**src/rtl/riscv_pkg.sv**
```systemverilog
// Shared RV32I core definitions: ALU operation codes and operand forward selects.
package riscv_pkg;

    localparam logic [2:0] ALU_ADD = 3'b000;
    localparam logic [2:0] ALU_SUB = 3'b001;
    localparam logic [2:0] ALU_AND = 3'b010;
    localparam logic [2:0] ALU_OR  = 3'b011;
    localparam logic [2:0] ALU_SLT = 3'b101;

    localparam logic [1:0] FWD_RF = 2'b00;
    localparam logic [1:0] FWD_W  = 2'b01;
    localparam logic [1:0] FWD_M  = 2'b10;

endpackage

```
**src/rtl/alu.sv**
```systemverilog
// Combinational integer ALU: add/sub/and/or/signed slt, wrap-around, with zero flag.
module alu
    import riscv_pkg::*;
#(
    parameter int unsigned XLEN = 32
) (
    input  logic [XLEN-1:0] A,
    input  logic [XLEN-1:0] B,
    input  logic [2:0]      ALUControl,
    output logic [XLEN-1:0] Result,
    output logic            Zero
);

    always_comb begin
        Result = '0;
        case (ALUControl)
            ALU_ADD: Result = A + B;
            ALU_SUB: Result = A - B;
            ALU_AND: Result = A & B;
            ALU_OR:  Result = A | B;
            ALU_SLT: Result = {{(XLEN-1){1'b0}}, ($signed(A) < $signed(B))};
            default: Result = '0;
        endcase
    end

    assign Zero = (Result == '0);

endmodule

```
**src/rtl/execute_cycle.sv**
```systemverilog
// EX stage of the 5-stage RV32I pipeline: operand forwarding, ALU, branch resolve,
// branch target and the EX/MEM pipeline register.
module execute_cycle
    import riscv_pkg::*;
#(
    parameter int unsigned XLEN      = 32,
    parameter int unsigned REGADDR_W = 5
) (
    input  logic                 clk,
    input  logic                 rst,
    input  logic                 RegWriteE,
    input  logic                 MemWriteE,
    input  logic                 ResultSrcE,
    input  logic                 BranchE,
    input  logic                 ALUSrcE,
    input  logic [2:0]           ALUControlE,
    input  logic [XLEN-1:0]      RD1_E,
    input  logic [XLEN-1:0]      RD2_E,
    input  logic [XLEN-1:0]      Imm_Ext_E,
    input  logic [REGADDR_W-1:0] RD_E,
    input  logic [XLEN-1:0]      PCE,
    input  logic [XLEN-1:0]      PCPlus4E,
    input  logic [XLEN-1:0]      ResultW,
    input  logic [1:0]           ForwardAE,
    input  logic [1:0]           ForwardBE,
    output logic                 PCSrcE,
    output logic [XLEN-1:0]      PCTargetE,
    output logic                 RegWriteM,
    output logic                 MemWriteM,
    output logic                 ResultSrcM,
    output logic [REGADDR_W-1:0] RD_M,
    output logic [XLEN-1:0]      PCPlus4M,
    output logic [XLEN-1:0]      WriteDataM,
    output logic [XLEN-1:0]      ALU_ResultM
);

    logic [XLEN-1:0] src_a;
    logic [XLEN-1:0] src_b_fwd;
    logic [XLEN-1:0] src_b;
    logic [XLEN-1:0] alu_result;
    logic            zero;

    // The M forward source is the registered ALU result, so no combinational loop exists.
    always_comb begin
        src_a = RD1_E;
        case (ForwardAE)
            FWD_M:   src_a = ALU_ResultM;
            FWD_W:   src_a = ResultW;
            default: src_a = RD1_E;
        endcase
    end

    always_comb begin
        src_b_fwd = RD2_E;
        case (ForwardBE)
            FWD_M:   src_b_fwd = ALU_ResultM;
            FWD_W:   src_b_fwd = ResultW;
            default: src_b_fwd = RD2_E;
        endcase
    end

    assign src_b = ALUSrcE ? Imm_Ext_E : src_b_fwd;

    alu #(
        .XLEN(XLEN)
    ) u_alu (
        .A         (src_a),
        .B         (src_b),
        .ALUControl(ALUControlE),
        .Result    (alu_result),
        .Zero      (zero)
    );

    assign PCSrcE    = BranchE & zero;
    assign PCTargetE = PCE + Imm_Ext_E;

    // Store data is the forwarded rs2 value, never the immediate.
    always_ff @(posedge clk) begin
        if (rst) begin
            RegWriteM   <= 1'b0;
            MemWriteM   <= 1'b0;
            ResultSrcM  <= 1'b0;
            RD_M        <= '0;
            PCPlus4M    <= '0;
            WriteDataM  <= '0;
            ALU_ResultM <= '0;
        end else begin
            RegWriteM   <= RegWriteE;
            MemWriteM   <= MemWriteE;
            ResultSrcM  <= ResultSrcE;
            RD_M        <= RD_E;
            PCPlus4M    <= PCPlus4E;
            WriteDataM  <= src_b_fwd;
            ALU_ResultM <= alu_result;
        end
    end

endmodule

```
**config.mk**
```make
export PLATFORM = sky130hd
export DESIGN_NAME = execute_cycle
export DESIGN_NICKNAME = d
export VERILOG_FILES = /design/src/rtl/riscv_pkg.sv /design/src/rtl/alu.sv /design/src/rtl/execute_cycle.sv
export SDC_FILE = /design/constraint.sdc
export NUM_CORES = 1
export LEC_CHECK = 0
export CORE_AREA = 2 2 162 227
export CTS_CLUSTER_DIAMETER = 40
export DETAILED_ROUTE_END_ITERATION = 12
export DIE_AREA = 0 0 164 229
export SLEW_MARGIN = 20
export SYNTH_ARGS = -nofsm -noshare
export SYNTH_HDL_FRONTEND = slang
export SYNTH_HIERARCHICAL = 1
export SYNTH_SLANG_ARGS = --single-unit
```
**constraint.sdc**
```tcl
create_clock -name clk -period 5 [get_ports clk]
set_input_delay 0.5 -clock clk [delete_from_list [all_inputs] [get_ports clk]]
set_output_delay 0.5 -clock clk [all_outputs]
set_load 0.05 [all_outputs]
```
* After elaboration in Yosys (flattened, before gate mapping) *
Index checks and enable logic that the tools add are counted.

operators by class
  eq/ne operators = 8
  mux-type cells = 4
  $add $sub $neg = 3
  reductions and logical operators = 2
  bitwise logic cells = 3
  order comparisons = 1

operator list
  kind                                            number
  case mux 32 bit (5 select lines)                1
  case mux 32 bit (2 select lines)                2
  adder 32 bit                                    2
  bitwise AND 32 bit                              1
  logical NOT 32 bit                              1
  less-than comparator 32 bit                     1
  two-way mux 32 bit                              1
  OR 32 bit                                       1
  subtractor 32 bit                               1
  == test 3 x 2 -> 1 bit (second input constant)  2
  == test 2 x 1 -> 1 bit (second input constant)  2
  == test 2 bit (second input constant)           2
  == test 3 x 1 -> 1 bit (second input constant)  1
  == test 3 bit (second input constant)           1
  logical NOT 3 bit                               1
  bitwise AND 1 bit                               1

storage, ports and cells
  output and inout bits = 137
  flip-flop bits (word level) = 104

* Longest topological paths before layout *
  depth in word-level cells = 7
  depth in mapped cells = 22
  mapped depth without buffers = 21

* Hierarchy *
The synthesis kept the hierarchy.

modules (own cells, without submodules)
  module         area an instance (um^2)  times used  seq. area each (um^2)  cells an instance
  execute_cycle  5879.4                   1           2082.0                 745
  alu            5365.1                   1           0.0                    818

* Worst setup path before layout *
No wires, ideal clock.

  path type = input -> output
  start = in ForwardBE[0]
  end = out PCSrcE
  stages on the path = 20
  buffers on the path = 2
  data required time = 4.500 ns
  slack = -0.529 ns
  arrival time = 5.029 ns
  path through = inv_1 > ha_1 > clkbuf_1 > buf_1 > a21oi_1 > o21ai_0 > inv_1 > ha_1 > or2_1 > a211oi_2 > a221oi_1 > o21ai_2 > nand3_1 > o21ai_1 > mux2i_1 > a2111o_1 > or4b_1 > nor4_1 > and4bb_1 > and2_1

between the ends
  longest elaborated chain between the ends = 7
  elaborated cells on any way between the ends = 12
  classes of those cells = add/sub (2); order compare (1); eq/ne (2); mux (3); bitwise (3); reduce/logical (1)

ends and longest elaborated chain
  what                                                            line                  RTL
  start, declared                                                 execute_cycle.sv:25   input logic [1:0] ForwardBE,
  == test 2 x 1 -> 1 bit / == test 2 bit (equally long branches)  execute_cycle.sv:55   case (ForwardBE)
  case mux 32 bit (2 select lines) *                              execute_cycle.sv:55
  two-way mux 32 bit *                                            execute_cycle.sv:62   assign src_b = ALUSrcE ? Imm_Ext_E : src_b_fwd;
  via src_b[1]                                                    execute_cycle.sv:39   logic [XLEN-1:0] src_b;
  subtractor 32 bit / adder 32 bit (equally long branches)        alu.sv:18, alu.sv:17
  case mux 32 bit (5 select lines) *                              alu.sv:16             case (ALUControl)
  via alu_result[31]                                              execute_cycle.sv:40   logic [XLEN-1:0] alu_result;
  logical NOT 32 bit *                                            alu.sv:26             assign Zero = (Result == '0);
  via zero                                                        execute_cycle.sv:41   logic zero;
  bitwise AND 1 bit *                                             execute_cycle.sv:74   assign PCSrcE = BranchE & zero;
  end, declared                                                   execute_cycle.sv:26   output logic PCSrcE,

The timed path passes the listed nets; every way through them passes the cells marked *.

* Final worst setup path *
  start = in ForwardBE[1]
  end = out PCSrcE

between the ends
  longest elaborated chain between the ends = 7
  elaborated cells on any way between the ends = 12
  classes of those cells = add/sub (2); order compare (1); eq/ne (2); mux (3); bitwise (3); reduce/logical (1)

ends and longest elaborated chain
  what                                                            line                 RTL
  == test 2 x 1 -> 1 bit / == test 2 bit (equally long branches)  execute_cycle.sv:55
  case mux 32 bit (2 select lines) *                              execute_cycle.sv:55
  two-way mux 32 bit *                                            execute_cycle.sv:62
  via src_b[3]                                                    execute_cycle.sv:39
  subtractor 32 bit, or another cell as far along                 alu.sv:18            ALU_SUB: Result = A - B;
  case mux 32 bit (5 select lines) *                              alu.sv:16
  logical NOT 32 bit *                                            alu.sv:26
  via zero                                                        execute_cycle.sv:41
  bitwise AND 1 bit *                                             execute_cycle.sv:74

Marks and branches as above.

==> metrics.md <==
| Metric | Value |
|---|---|
| Status | `finished with violations` |
| Failing checks | `negative setup slack` |
| Slew headroom | `around 50%` |
| Depth of the worst hold-timing path | `2` |
| Most frequent cells in the layout | `buf_4, clkdlybuf4s50_1, nor2_1` |
| Routed wire per std cell | `approximately 20 um` |
| Top cell type's share of synthesized area | `between 15 and 20%` |
| Nets@finish | `2633` |
| Clk buf depth | `2` |
| Startpoint types | `input pin` |
| Post-synth top area cell | `dfxtp_1` |
| Dpl hpwl | `~43000 um` |
| Ports | `348` |
| Final Setup Violations | `1` |
| MaxCap Viol Count | `0` |
| WHS | `0.648 ns` |
| Final WL | `between 50000 and 60000 um` |
| Antenna cells | `0` |
| Worst vdd ir | `0.177 mV` |
| Register area share after synthesis | `between 10% and 20%` |
| Syn_nets | `approximately 1900` |
| Post-synth ARST share | `0%` |
| H-Tree Level Count | `3` |
| Synth Instances | `~1600` |
| Crit Reg-Reg Endpoint | `ALU_ResultM[28]` |
| Root buffer selected by CTS | `clkbuf_16` |
| Synth Flop Type | `dfxtp_1` |
| Post-layout util | `55.3%` |
| WP data arrival | `between 5 and 6 ns` |
| Cell Count, Final, Fillers Out | `2744` |
| CTS tree | `yes` |
| Vias | `roughly 14000` |
| Final hold violations | `0` |
| Share of layout cells above drive strength 1 | `27.7%` |
| Reg clk slew, reported paths | `0.07 ns` |
| Global route overflow | `0` |
| Top cells by area, synth | `dfxtp_1, ha_1, a21oi_1` |
| Core Footprint | `roughly 36000 sq um` |
| Drt first pass iters | `5` |
| Rows | `82` |
| P&R area growth vs syn | `75.0%` |
| Total Routing Usage GR | `between 20% and 30%` |
| Final period util | `112%` |
| RSZ-0062 raised after global routing | `true` |
| Nature of the critical path endpoint | `output pin` |
| Final Power | `approximately 0.005 W` |
| Die W | `between 150 and 200 um` |
| Post-route DRC | `0` |
| Initial Util | `a little under a third` |
| Most common cell after layout, fill and taps aside | `buf_4` |
| Worst clock skew | `roughly 0.012 ns` |
| Hold_buf cts | `0` |
| Pin count of the biggest net entering global routing | `65` |
| Flop and latch count out of synthesis | `approximately 100` |
| Critical Path RT | `approximately 4.5 ns` |
| PortBufs | `347` |
| Synth cell types | `89` |
| Worst Tran Pin Value | `about 0.75 ns` |
| Vias in the first global route | `14738` |
| Initial DRC count | `750` |
| Mean number of vias per cell | `5.26` |
| Worst-case reg-to-reg path depth | `22` |
| Crit path max fanout | `6` |
| Reg2Reg Setup Slack | `1.11 ns` |
| Num Clock Sinks | `roughly 100` |
| Tmin final | `approximately 5.6 ns` |
| Worst Min Path Start | `rst` |
| Syn Area/Cell | `just over 7 sq um` |
| Chip Height | `between 200 and 250 um` |
| Post-Syn Area | `around 11000 sq um` |
| Number of fill cells | `3441` |
| Worst setup margin | `-0.598 ns` |
| Fmax | `179 MHz` |
| Hold path endpoint | `WriteDataM[31]` |
| Count of flip-flops with a built-in enable after synthesis | `0` |
| Clock Latency Late Sink | `just under 0.4 ns` |
| Reg2reg start | `ALU_ResultM[0]` |
| TritonCTS buffer count | `9` |
| Die ar. | `37600 sq um` |
| Synth Warn # | `6` |
| Crit path kind | `input pin to output pin` |
| Post-DRT Antenna Nets | `0` |
| HP Class | `input pin to flop` |
| Slew Limit Fails | `0` |
| Pwr Density | `254 nW/um^2` |
| Antenna violations before repair | `0` |
| Lkg Pwr | `8.59 nW` |
| Placed Cells | `about 2700` |
| First-pass GRT wire length | `approximately 80000 um` |
| Gpl congestion | `roughly 0.95` |
[final cells by class]
cell class	instances	area (sq um)	share of cell area, %
inverters	103	387	1.96
clock buffers	10	239	1.21
multi-input cells	1264	9190	46.7
clock inverters	6	56.3	0.286
repair buffers	795	7150	36.3
flip-flops and latches	104	2080	10.6
well taps	462	578	2.94
[critical path, stage by stage]
cell and delay (ns):
buf_8 0.10, buf_6 0.11, ha_4 0.15, buf_12 0.15
buf_6 0.12, a22oi_2 0.17, nor2_4 0.04, a21oi_2 0.15
o21ai_2 0.10, inv_2 0.09, ha_4 0.22, a21o_2 0.20
buf_4 0.13, a22o_1 0.18, a311o_2 0.39, a211oi_4 0.32
o31ai_2 0.10, mux2i_1 0.19, xnor2_1 0.11, a211o_1 0.30
or4_4 0.45, nor4_4 0.31, and4bb_1 0.24, and2_4 0.15
buf_12 0.13
[metal layers]
| metal | routed length, um | up-vias | track usage (%) |
|---|---|---|---|
| met5 | 0 | - | 0 |
| met4 | 2510 | 0 | 12.6 |
| met3 | 2930 | 115 | 3.84 |
| met2 | 27400 | 500 | 51.2 |
| met1 | 21200 | 6840 | 31.2 |
| li1 | - | 6972 | - |
[cells by family after synthesis]
logic type               synth area share (%)
buffers and inverters                    6.82
flip-flops                               18.5
AND/OR/NAND/NOR                          22.3
AO/OA/AOI/OAI                            31.5
adder cells (fa/ha/maj)                  16.3
XOR/XNOR                                 3.97
multiplexers                            0.567
[power breakdown]
group	internal (W)	switching, W
clock	0.000364	0.000388
combinational	0.00153	0.00180
sequential	0.000889	0.0000306
[how the worst max path moves through the flow]
| stage | start | to | slack (ns) | cells after the start |
|---|---|---|---|---|
| floorplan | ForwardAE[0] | PCSrcE | 0.008 | 19 |
| global placement | ForwardBE[1] | PCSrcE | -1.56 | 20 |
| detailed placement | ForwardBE[1] | PCSrcE | -1.43 | 20 |
| CTS | ForwardBE[1] | PCSrcE | -0.53 | 24 |
| global route | ForwardBE[1] | PCSrcE | -0.79 | 24 |
| finish | ForwardBE[1] | PCSrcE | -0.60 | 25 |
[registers in the layout, summed over array words and instances, names as in the netlist]
| register | count |
|---|---|
| RegWriteM | 1 |
| MemWriteM | 1 |
| ResultSrcM | 1 |
| PCPlus4M | 32 |
| WriteDataM | 32 |
| RD_M | 5 |
| ALU_ResultM | 32 |
[Yosys cell counts (all sizes together), types with 17 or more instances]
library cell	instances
nor2	177
nand2	144
ha	142
a21oi	138
o21ai	136
dfxtp	104
inv	103
nor2b	89
a22oi	67
clkbuf	61
xnor2	34
buf	31
nand3	31
a21o	28
a211oi	25
o211ai	22
xor2	17
[per-stage QoR]
stage	worst slack (ns)	cell area [sq um]	TNS, ns
after floorplan	0.00843	11400	0
after CTS	-0.534	19500	-0.534
after global placement	-1.56	18200	-3.08
after global routing	-0.789	19700	-0.789
after detailed placement	-1.43	18200	-2.79
final	-0.598	19700	-0.598
[timing repair]
| item | CTS | global route |
|---|---|---|
| setup endpoints to repair | 1 | 1 |
| hold endpoints to repair | 0 | 0 |
| gates cloned | 3 | 0 |
| pin swaps | 56 | 11 |
| buffers inserted | 31 | 3 |
| resized for setup | 158 | 30 |
No activity file was read; power rests on OpenSTA's default activity.
